### src/rtl/tft_spi_receiver_pkg.sv
// Shared TFT command constants and the init-register ROM used by the transmitter and receiver.
package tft_spi_receiver_pkg;

  localparam int unsigned WordBitsDef = 16;

  localparam logic [7:0] CmdSwreset = 8'h01;
  localparam logic [7:0] CmdSlpout  = 8'h11;
  localparam logic [7:0] CmdDispon  = 8'h29;
  localparam logic [7:0] CmdCaset   = 8'h2A;
  localparam logic [7:0] CmdRaset   = 8'h2B;
  localparam logic [7:0] CmdRamwr   = 8'h2C;

  localparam logic [7:0] RamwrCmdDef = CmdRamwr;

  typedef struct packed {
    logic        isData;
    logic [15:0] word;
  } tft_word_t;

  localparam int unsigned InitRomDepth = 10;

  function automatic tft_word_t initRom(input int unsigned idx);
    tft_word_t w;
    case (idx)
      0:       w = '{isData: 1'b0, word: {8'h00, CmdSwreset}};
      1:       w = '{isData: 1'b0, word: {8'h00, CmdSlpout}};
      2:       w = '{isData: 1'b0, word: {8'h00, CmdCaset}};
      3:       w = '{isData: 1'b1, word: 16'h0000};
      4:       w = '{isData: 1'b1, word: 16'h007F};
      5:       w = '{isData: 1'b0, word: {8'h00, CmdRaset}};
      6:       w = '{isData: 1'b1, word: 16'h0000};
      7:       w = '{isData: 1'b1, word: 16'h009F};
      8:       w = '{isData: 1'b0, word: {8'h00, CmdDispon}};
      default: w = '{isData: 1'b0, word: {8'h00, CmdRamwr}};
    endcase
    return w;
  endfunction

endpackage

### src/rtl/tft_spi_receiver_if.sv
// SPI pins plus the received-word stream of the TFT SPI receiver.
interface tft_spi_receiver_if #(
  parameter int unsigned WORD_BITS    = 16,
  parameter int unsigned PIX_CNT_BITS = 24
);
  logic                    SPI_CLK;
  logic                    SPI_MOSI;
  logic                    SPI_CS;
  logic                    RS;
  logic [WORD_BITS-1:0]    RxData;
  logic                    RxIsData;
  logic                    RxValid;
  logic                    RxReady;
  logic [7:0]              LastCmd;
  logic [PIX_CNT_BITS-1:0] PixelCount;
  logic                    Overrun;
  logic                    FrameError;

  modport master (
    input  SPI_CLK, SPI_MOSI, SPI_CS, RS, RxReady,
    output RxData, RxIsData, RxValid, LastCmd, PixelCount, Overrun, FrameError
  );

  modport slave (
    output SPI_CLK, SPI_MOSI, SPI_CS, RS, RxReady,
    input  RxData, RxIsData, RxValid, LastCmd, PixelCount, Overrun, FrameError
  );
endinterface

### src/rtl/tft_spi_receiver_sync_edge.sv
// Two-flop synchroniser with registered rising/falling edge detect; q is delayed one more
// stage so that it lines up with the edge strobes.
module tft_spi_receiver_sync_edge #(
  parameter logic ResetVal = 1'b0
) (
  input  logic clk,
  input  logic rst,
  input  logic d,
  output logic q,
  output logic rise,
  output logic fall
);
  logic meta, sync, dly;

  always_ff @(posedge clk or posedge rst) begin
    if (rst) begin
      meta <= ResetVal;
      sync <= ResetVal;
      dly  <= ResetVal;
      rise <= 1'b0;
      fall <= 1'b0;
    end else begin
      meta <= d;
      sync <= meta;
      dly  <= sync;
      rise <= sync & ~dly;
      fall <= ~sync & dly;
    end
  end

  assign q = dly;
endmodule

### src/rtl/tft_spi_receiver.sv
// TFT SPI receiver: deserialises mode-0 SPI words into a one-entry valid/ready holding register
// and tracks the last command plus the pixel count following RAMWR.
module tft_spi_receiver
  import tft_spi_receiver_pkg::*;
#(
  parameter int unsigned WORD_BITS    = WordBitsDef,
  parameter logic [7:0]  RAMWR_CMD    = RamwrCmdDef,
  parameter int unsigned PIX_CNT_BITS = 24
) (
  input logic MasterCLK,
  input logic Reset,
  tft_spi_receiver_if.master bus
);
  localparam int unsigned CntBits = $clog2(WORD_BITS);

  logic sclkQ, sclkRise, sclkFall;
  logic mosi, mosiRise, mosiFall;
  logic rs, rsRise, rsFall;
  logic csHigh, csRise, csFall;
  logic unusedEdges;

  tft_spi_receiver_sync_edge #(.ResetVal(1'b0)) uSclk (
    .clk(MasterCLK), .rst(Reset), .d(bus.SPI_CLK), .q(sclkQ), .rise(sclkRise), .fall(sclkFall)
  );
  tft_spi_receiver_sync_edge #(.ResetVal(1'b0)) uMosi (
    .clk(MasterCLK), .rst(Reset), .d(bus.SPI_MOSI), .q(mosi), .rise(mosiRise), .fall(mosiFall)
  );
  tft_spi_receiver_sync_edge #(.ResetVal(1'b0)) uRs (
    .clk(MasterCLK), .rst(Reset), .d(bus.RS), .q(rs), .rise(rsRise), .fall(rsFall)
  );
  tft_spi_receiver_sync_edge #(.ResetVal(1'b1)) uCs (
    .clk(MasterCLK), .rst(Reset), .d(bus.SPI_CS), .q(csHigh), .rise(csRise), .fall(csFall)
  );

  assign unusedEdges = ^{sclkQ, sclkFall, mosiRise, mosiFall, rsRise, rsFall, csFall};

  logic [WORD_BITS-2:0]    shiftReg;
  logic [CntBits-1:0]      bitCnt;
  logic [WORD_BITS-1:0]    rxData;
  logic                    rxIsData, rxValid, overrun, frameErr;
  logic [7:0]              lastCmd;
  logic [PIX_CNT_BITS-1:0] pixCnt;

  logic [WORD_BITS-1:0] newWord;
  logic                 shiftEn, wordDone, loadEn;

  always_comb begin
    newWord  = {shiftReg, mosi};
    shiftEn  = sclkRise & ~csHigh;
    wordDone = shiftEn & (bitCnt == CntBits'(WORD_BITS - 1));
    loadEn   = wordDone & (~rxValid | bus.RxReady);
  end

  always_ff @(posedge MasterCLK or posedge Reset) begin
    if (Reset) begin
      shiftReg <= '0;
      bitCnt   <= '0;
      rxData   <= '0;
      rxIsData <= 1'b0;
      rxValid  <= 1'b0;
      overrun  <= 1'b0;
      frameErr <= 1'b0;
      lastCmd  <= 8'h00;
      pixCnt   <= '0;
    end else begin
      frameErr <= 1'b0;
      if (csHigh) begin
        // bitCnt still holds the partial count in the cycle the CS rise is seen
        frameErr <= csRise & (bitCnt != '0);
        bitCnt   <= '0;
      end else if (shiftEn) begin
        shiftReg <= newWord[WORD_BITS-2:0];
        bitCnt   <= wordDone ? '0 : bitCnt + 1'b1;
      end

      if (loadEn) begin
        rxData   <= newWord;
        rxIsData <= rs;
        rxValid  <= 1'b1;
        if (!rs) begin
          lastCmd <= newWord[7:0];
          pixCnt  <= '0;
        end else if (lastCmd == RAMWR_CMD && pixCnt != {PIX_CNT_BITS{1'b1}}) begin
          pixCnt <= pixCnt + 1'b1;
        end
      end else if (wordDone) begin
        overrun <= 1'b1;
      end else if (rxValid && bus.RxReady) begin
        rxValid <= 1'b0;
      end
    end
  end

  assign bus.RxData     = rxData;
  assign bus.RxIsData   = rxIsData;
  assign bus.RxValid    = rxValid;
  assign bus.LastCmd    = lastCmd;
  assign bus.PixelCount = pixCnt;
  assign bus.Overrun    = overrun;
  assign bus.FrameError = frameErr;
endmodule
### src/flat_wrapper.sv
// flat-port wrapper written by rule: the top's interface ports become plain ports
module tft_spi_receiver_flat import tft_spi_receiver_pkg::*;
#(
  parameter int unsigned WORD_BITS    = WordBitsDef,
  parameter logic [7:0]  RAMWR_CMD    = RamwrCmdDef,
  parameter int unsigned PIX_CNT_BITS = 24
)
  (MasterCLK, Reset, bus_SPI_CLK, bus_SPI_MOSI, bus_SPI_CS, bus_RS, bus_RxReady, bus_RxData, bus_RxIsData, bus_RxValid, bus_LastCmd, bus_PixelCount, bus_Overrun, bus_FrameError);
  tft_spi_receiver_if #(.WORD_BITS(WORD_BITS), .PIX_CNT_BITS(PIX_CNT_BITS)) bus_i ();
  input logic MasterCLK;
  input logic Reset;
  input wire logic [$bits(bus_i.SPI_CLK)-1:0] bus_SPI_CLK;
  input wire logic [$bits(bus_i.SPI_MOSI)-1:0] bus_SPI_MOSI;
  input wire logic [$bits(bus_i.SPI_CS)-1:0] bus_SPI_CS;
  input wire logic [$bits(bus_i.RS)-1:0] bus_RS;
  input wire logic [$bits(bus_i.RxReady)-1:0] bus_RxReady;
  output wire logic [$bits(bus_i.RxData)-1:0] bus_RxData;
  output wire logic [$bits(bus_i.RxIsData)-1:0] bus_RxIsData;
  output wire logic [$bits(bus_i.RxValid)-1:0] bus_RxValid;
  output wire logic [$bits(bus_i.LastCmd)-1:0] bus_LastCmd;
  output wire logic [$bits(bus_i.PixelCount)-1:0] bus_PixelCount;
  output wire logic [$bits(bus_i.Overrun)-1:0] bus_Overrun;
  output wire logic [$bits(bus_i.FrameError)-1:0] bus_FrameError;
  assign bus_i.SPI_CLK = bus_SPI_CLK;
  assign bus_i.SPI_MOSI = bus_SPI_MOSI;
  assign bus_i.SPI_CS = bus_SPI_CS;
  assign bus_i.RS = bus_RS;
  assign bus_i.RxReady = bus_RxReady;
  assign bus_RxData = bus_i.RxData;
  assign bus_RxIsData = bus_i.RxIsData;
  assign bus_RxValid = bus_i.RxValid;
  assign bus_LastCmd = bus_i.LastCmd;
  assign bus_PixelCount = bus_i.PixelCount;
  assign bus_Overrun = bus_i.Overrun;
  assign bus_FrameError = bus_i.FrameError;
  tft_spi_receiver #(.WORD_BITS(WORD_BITS), .RAMWR_CMD(RAMWR_CMD), .PIX_CNT_BITS(PIX_CNT_BITS)) u_core (.MasterCLK(MasterCLK), .Reset(Reset), .bus(bus_i));
endmodule
### config.mk
export PLATFORM = sky130hd
export DESIGN_NAME = tft_spi_receiver_flat
export DESIGN_NICKNAME = d
export VERILOG_FILES = /design/src/rtl/tft_spi_receiver_pkg.sv /design/src/rtl/tft_spi_receiver_if.sv /design/src/rtl/tft_spi_receiver_sync_edge.sv /design/src/rtl/tft_spi_receiver.sv /design/src/flat_wrapper.sv
export SDC_FILE = /design/constraint.sdc
export NUM_CORES = 1
export LEC_CHECK = 0
export BUFFER_PORTS_ARGS = -buffer_cell sky130_fd_sc_hd__clkbuf_2
export CAP_MARGIN = 25
export CORE_ASPECT_RATIO = 1.2
export CORE_UTILIZATION = 35
export CTS_CLUSTER_DIAMETER = 200
export DETAILED_ROUTE_END_ITERATION = 16
export GPL_ROUTABILITY_DRIVEN = 0
export PLACE_DENSITY = 0.63
export SKIP_CTS_REPAIR_TIMING = 1
export SYNTH_ARGS = -nofsm -noshare
export SYNTH_HDL_FRONTEND = slang
export SYNTH_HIERARCHICAL = 1
export SYNTH_SLANG_ARGS = --single-unit
### constraint.sdc
create_clock -name MasterCLK -period 2.8 [get_ports MasterCLK]
set_clock_uncertainty 0.05 [all_clocks]
set_input_delay 0.14 -clock MasterCLK [delete_from_list [all_inputs] [get_ports MasterCLK]]
set_output_delay 0.14 -clock MasterCLK [all_outputs]
set_load 0.05 [all_outputs]
==> results.json, run 1 <==
{
  "nNetsFinal": 444,
  "critPathRequiredTime_ps": 2960,
  "pwr-share-comb": 0.037,
  "fp.dieArea_mm2": 0.0110,
  "io_pins": 59,
  "drc": 0,
  "power.share.sequential": 0.504,
  "holdWs_ps": 199,
  "cap_violations": 0,
  "pwr-share-clk": 0.460,
  "die_w_um": 95.8,
  "fin_crit_ps": 2590,
  "globalRoute.totalOverflow": 0,
  "hpwl_mm": 5.65,
  "synthesis.nets": 377,
  "powerDensity_mw_per_mm2": 576,
  "drtAntennaViolNets": 0,
  "syn_to_final_growth_pct": 21.7,
  "fillers": 984,
  "core_mm2": 0.0102,
  "grt_pass1_vias": 2823,
  "end_kind": "register",
  "cp_slowest_cell": "or2_1",
  "cp_top_family": "simple AND/OR/NAND/NOR gates",
  "max_stage_delay_ps": 470,
  "numCtsBuffers": 9,
  "crit_path_cell_trace": "nor4b_1 > nand4_1 > a21o_1 > or2_1 > a221o_1",
  "vias_per_cell": 5.29,
  "p_switching_w": 0.000587,
  "die_y_um": 115,
  "worstPathArrival_ps": 2750,
  "hold_violations": 0,
  "cts.sinks": 85,
  "grt.total_usage": 0.161,
  "drt_iter0_drc": 175,
  "vias": 2990,
  "leakage_nw": 2.23,
  "dp.cells": 544,
  "power_w": 0.00259,
  "cp-start-kind": "register",
  "synth_area_per_cell_um2": 10.1,
  "yosysWarnings": 6,
  "clk_pin_slew_worst_paths_ps": 70,
  "critical_path_class": "reg2reg",
  "register_area_mm2": 0.00213,
  "crit_path_max_fanout": 13,
  "diodes": 0,
  "antenna_found_initial": 0,
  "crit_buf_inv": 0,
  "vdd_drop_max_mv": 0.303,
  "firstDrtPassIters": 4,
  "fin_crit_sh": 0.923,
  "worst_pin_slew_ps": 647,
  "synthCells": 367,
  "grt_pass1_wl_mm": 13.6,
  "setup_viol_count_final": 0,
  "finalSetupTns_ps": 0,
  "fmax_mhz": 387,
  "clock_latency_ps": 340,
  "status": "finished clean",
  "switching_share": 0.227,
  "initial_core_util": 0.364,
  "drive_gt1_frac": 0.223,
  "fin_cells": 565,
  "multi_input_area_mm2": 0.00146,
  "portBuffers": 58,
  "wirelength_mm": 8.27,
  "netlist_area_mm2": 0.00370,
  "clk_path_buf_depth": 2,
  "slew_violations": 0,
  "grt_setup_unrepaired": "false",
  "slew-limit-headroom": 0.569,
  "p_int_w": 0.00200,
  "num_rows": 40,
  "wl_per_cell_um": 14.6,
  "grt_max_degree": 51,
  "cts.htree.levels": 3,
  "hp-class": "in2reg",
  "cts_tree": "built",
  "root_buffer": "clkbuf_16"
}
==> worst min-delay path: stages <==
cell      delay [ps]
clkbuf_2          70
nand2b_1         250
nand2_1           80
==> sequential cells by signal, indices dropped and copies added (netlist names), 4 cells and up <==
signal	cells
u_core/bus.PixelCount	24
u_core/bus.RxData	16
u_core/shiftReg	15
u_core/bus.LastCmd	8
u_core/bitCnt	4
==> power by group through the flow <==
stage | clock network, W | logic [W] | registers [W]
2_1_floorplan | 0 | 0.0000647 | 0.00132
3_3_place_gp | 0 | 0.0000883 | 0.00133
3_5_place_dp | 0 | 0.0000922 | 0.00133
4_1_cts | 0.00123 | 0.0000926 | 0.00131
5_1_grt | 0.00127 | 0.000112 | 0.00131
6_report | 0.00119 | 0.0000948 | 0.00131
==> per-layer routing <==
layer	up-vias	routed length, µm	track usage
li1	1421	-	-
met1	1456	3760	0.219
met2	101	3850	0.251
met3	12	551	0.0345
met4	0	116	0.0577
met5	-	0	0
==> per-stage QoR <==
step / setup slack [ps] / instance area [µm²] / util
6_report: 215 / 4500 / 0.443
5_1_grt: 69.3 / 4500 / 0.443
4_1_cts: 186 / 4450 / 0.438
3_5_place_dp: 228 / 4150 / 0.408
3_3_place_gp: 294 / 4150 / 0.408
2_1_floorplan: 261 / 3700 / -
==> layout by cell type (no fill, tap or decap), types with 2 or more instances in the layout <==
cell	instances
buf_4	7
o31a_1	2
dlygate4sd3_1	5
o211ai_1	2
o41ai_1	3
or4_1	6
o21ai_0	7
nand2_1	115
and2_1	2
dfstp_2	3
nand2b_1	2
a21o_1	8
clkbuf_16	9
inv_1	8
a31oi_1	2
nand4_1	9
and3_1	7
nor3_1	8
o21ai_1	3
ha_1	3
nor2_1	9
nand3_1	10
nor2b_1	2
a21oi_1	7
xor2_1	2
inv_6	2
clkinvlp_4	2
clkbuf_2	58
o31ai_1	16
mux2_2	8
and4_1	3
a211oi_1	2
a22o_1	3
a211o_1	3
dfrtp_1	82
==> final timing paths <==
check / startpoint / endpoint / slack (ps) / cells after the start
setup / recovery: u_core/bus.LastCmd[4] / u_core/bus.PixelCount[6] / 210 / 5
hold / removal: bus_RxReady / u_core/bus.RxValid / 200 / 3
setup reg to reg: u_core/bus.LastCmd[4] / u_core/bus.PixelCount[6] / 210 / 5
hold reg to reg: u_core/uSclk/meta / u_core/uSclk/sync / 300 / 0
max in group asynchronous: Reset / u_core/shiftReg[14] / 1680 / 4
min in group asynchronous: Reset / u_core/uMosi/sync / 220 / 3
==> layout make-up <==
type                       instances  share of cell area
clock buffer                      10              0.0509
clock inverter                     6              0.0159
inverter                           9             0.00751
multi-input combinational        258               0.325
sequential                        85               0.474
tap                              126              0.0350
timing repair buffer              71              0.0918
No activity file was read; power rests on OpenSTA's default activity.
==> run 2, diff against run 1 <==
--- a/config.mk
+++ b/config.mk
@@ -5,9 +5,10 @@
 export SDC_FILE = /design/constraint.sdc
 export NUM_CORES = 1
 export LEC_CHECK = 0
-export BUFFER_PORTS_ARGS = -buffer_cell sky130_fd_sc_hd__clkbuf_2
+export BUFFER_PORTS_ARGS = -buffer_cell sky130_fd_sc_hd__buf_2
 export CAP_MARGIN = 25
 export CORE_ASPECT_RATIO = 1.2
+export CORE_MARGIN = 2
 export CORE_UTILIZATION = 35
 export CTS_CLUSTER_DIAMETER = 200
 export DETAILED_ROUTE_END_ITERATION = 16
==> run 2 against run 1 <==
Critical path depth increased by 1. Core utilization decreased by 0.70 points. Routed wire length increased by 2.8%. Global-route usage decreased by 0.66 points. Power increased by 4.4%. Register-to-register slack improved by 40 ps. Setup slack improved by 42 ps. Sequential power about the same. Sequential share of layout area decreased by 0.42 points. First-iteration DRC count decreased by 15%. Final cell count increased by 0.88%. Critical path type unchanged. Critical endpoint unchanged. Largest cell class unchanged. Largest power group unchanged.
==> results.json, run 2 (synthesis results as in run 1) <==
{
  "worst_pin_slew_ps": 644,
  "slew_violations": 0,
  "core_mm2": 0.0104,
  "fin_crit_sh": 0.908,
  "fin_cells": 570,
  "power.share.sequential": 0.483,
  "globalRoute.totalOverflow": 0,
  "hold_violations": 0,
  "max_stage_delay_ps": 590,
  "layout_commonest_cell": "nand2_1",
  "drtAntennaViolNets": 0,
  "io_pins": 59,
  "drc": 0,
  "critical_path_class": "reg2reg",
  "wl_per_cell_um": 14.9,
  "switching_share": 0.210,
  "vdd_drop_max_mv": 0.304,
  "crit_buf_inv": 0,
  "powerDensity_mw_per_mm2": 596,
  "clk_path_buf_depth": 2,
  "hpwl_mm": 5.83,
  "critPathRequiredTime_ps": 3020,
  "cp-start-kind": "register",
  "drt_iter0_drc": 149,
  "crit_path_cell_trace": "ha_1 > nand4_1 > or4_1 > nor3_1 > or2_1 > a221o_1",
  "clock_latency_ps": 330,
  "cts.htree.levels": 3,
  "mostFrequentLayoutCells": "115 x nand2_1, 82 x dfrtp_1, 58 x buf_2, 16 x o31ai_1",
  "initial_core_util": 0.355,
  "nNetsFinal": 446,
  "grt_setup_unrepaired": "false",
  "fp.dieArea_mm2": 0.0114,
  "leakage_nw": 2.30,
  "diodes": 0,
  "fin_crit_ps": 2540,
  "drive_gt1_frac": 0.227,
  "cp_num_cells": 6,
  "vias_per_cell": 5.24,
  "worstPathArrival_ps": 2760,
  "fillers": 1018,
  "antenna_found_initial": 0,
  "die_w_um": 97.8,
  "root_buffer": "clkbuf_16",
  "portBuffers": 58,
  "cts.sinks": 85,
  "p_switching_w": 0.000569,
  "num_rows": 41,
  "pwr-share-clk": 0.482,
  "dp.cells": 549,
  "grt.total_usage": 0.154,
  "grt_pass1_wl_mm": 14.2,
  "vias": 2989,
  "fmax_mhz": 393,
  "die_y_um": 117,
  "largest_reg_flops": 24,
  "firstDrtPassIters": 4,
  "rrSetupSlack_ps": 260,
  "grt_pass1_vias": 2951,
  "crit_path_max_fanout": 13,
  "hp-class": "in2async",
  "cts_tree": "built",
  "pwr-share-comb": 0.035,
  "numCtsBuffers": 9,
  "cap_violations": 0,
  "cp_top_family": "simple AND/OR/NAND/NOR gates",
  "clk_pin_slew_worst_paths_ps": 60,
  "setup_viol_count_final": 0,
  "syn_to_final_growth_pct": 22.7,
  "end_kind": "register",
  "status": "finished clean",
  "p_int_w": 0.00214,
  "slew-limit-headroom": 0.570,
  "reg2reg_depth": 6,
  "wirelength_mm": 8.50,
  "grt_max_degree": 32,
  "finalSetupTns_ps": 0,
  "cp_slowest_cell": "or4_1"
}
## run 2: changes by cell type in the layout (fill, tap and decap cells not counted), sizes merged
cell and delta:
inv -2, buf +60, clkinv +2, clkbuf -57, bufinv +1, clkinvlp -2
## run 2: layout make-up
type,instances,area (µm²),share of cell area
Clock buffer,11,253,0.0557
Clock inverter,5,82.6,0.0182
Inverter,9,33.8,0.00744
Multi-Input combinational cell,258,1460,0.322
Sequential cell,85,2130,0.469
Tap cell,129,161,0.0356
Timing Repair Buffer,73,415,0.0915
## run 2: metal layers
metal	share of wire	wire length (µm)	GRT usage
met1	0.46	3880	0.207
met2	0.48	4060	0.252
met3	0.055	468	0.0341
met4	0.011	95	0.0491
met5	0	0	0
## run 2: final timing paths
check,startpoint,end
max,u_core/bus.PixelCount[0],u_core/bus.PixelCount[6]
min,Reset,u_core/uMosi/sync
max reg2reg,u_core/bus.PixelCount[0],u_core/bus.PixelCount[6]
min reg2reg,u_core/uRs/sync,u_core/uRs/q
max in group asynchronous,Reset,u_core/bus.PixelCount[9]
min in group MasterCLK,bus_RxReady,u_core/bus.RxValid
## run 2: metrics by stage
stage	instance area, µm²	worst slack, ps	total power, W	hold WS, ps	utilization
6_report	4540	257	0.00271	195	0.436
5_1_grt	4540	107	0.00281	224	0.436
4_1_cts	4490	247	0.00274	-354	0.431
2_1_floorplan	3700	261	0.00138	-156	-
3_3_place_gp	4150	383	0.00141	3.45	0.399
3_5_place_dp	4150	259	0.00142	3.10	0.399
## run 2: worst register-to-register path, cell delays in order (launching register included)
cell	delay [ps]
dfrtp_1	450
ha_1	280
nand4_1	180
or4_1	590
nor3_1	240
or2_1	450
a221o_1	240
## run 2: power by group through the flow
stage / logic [W] / clock network (W) / registers (W)
5_1_grt: 0.000110 / 0.00139 / 0.00131
4_1_cts: 0.0000910 / 0.00134 / 0.00131
2_1_floorplan: 0.0000647 / 0 / 0.00132
3_3_place_gp: 0.0000876 / 0 / 0.00133
3_5_place_dp: 0.0000909 / 0 / 0.00133
6_report: 0.0000934 / 0.00130 / 0.00131
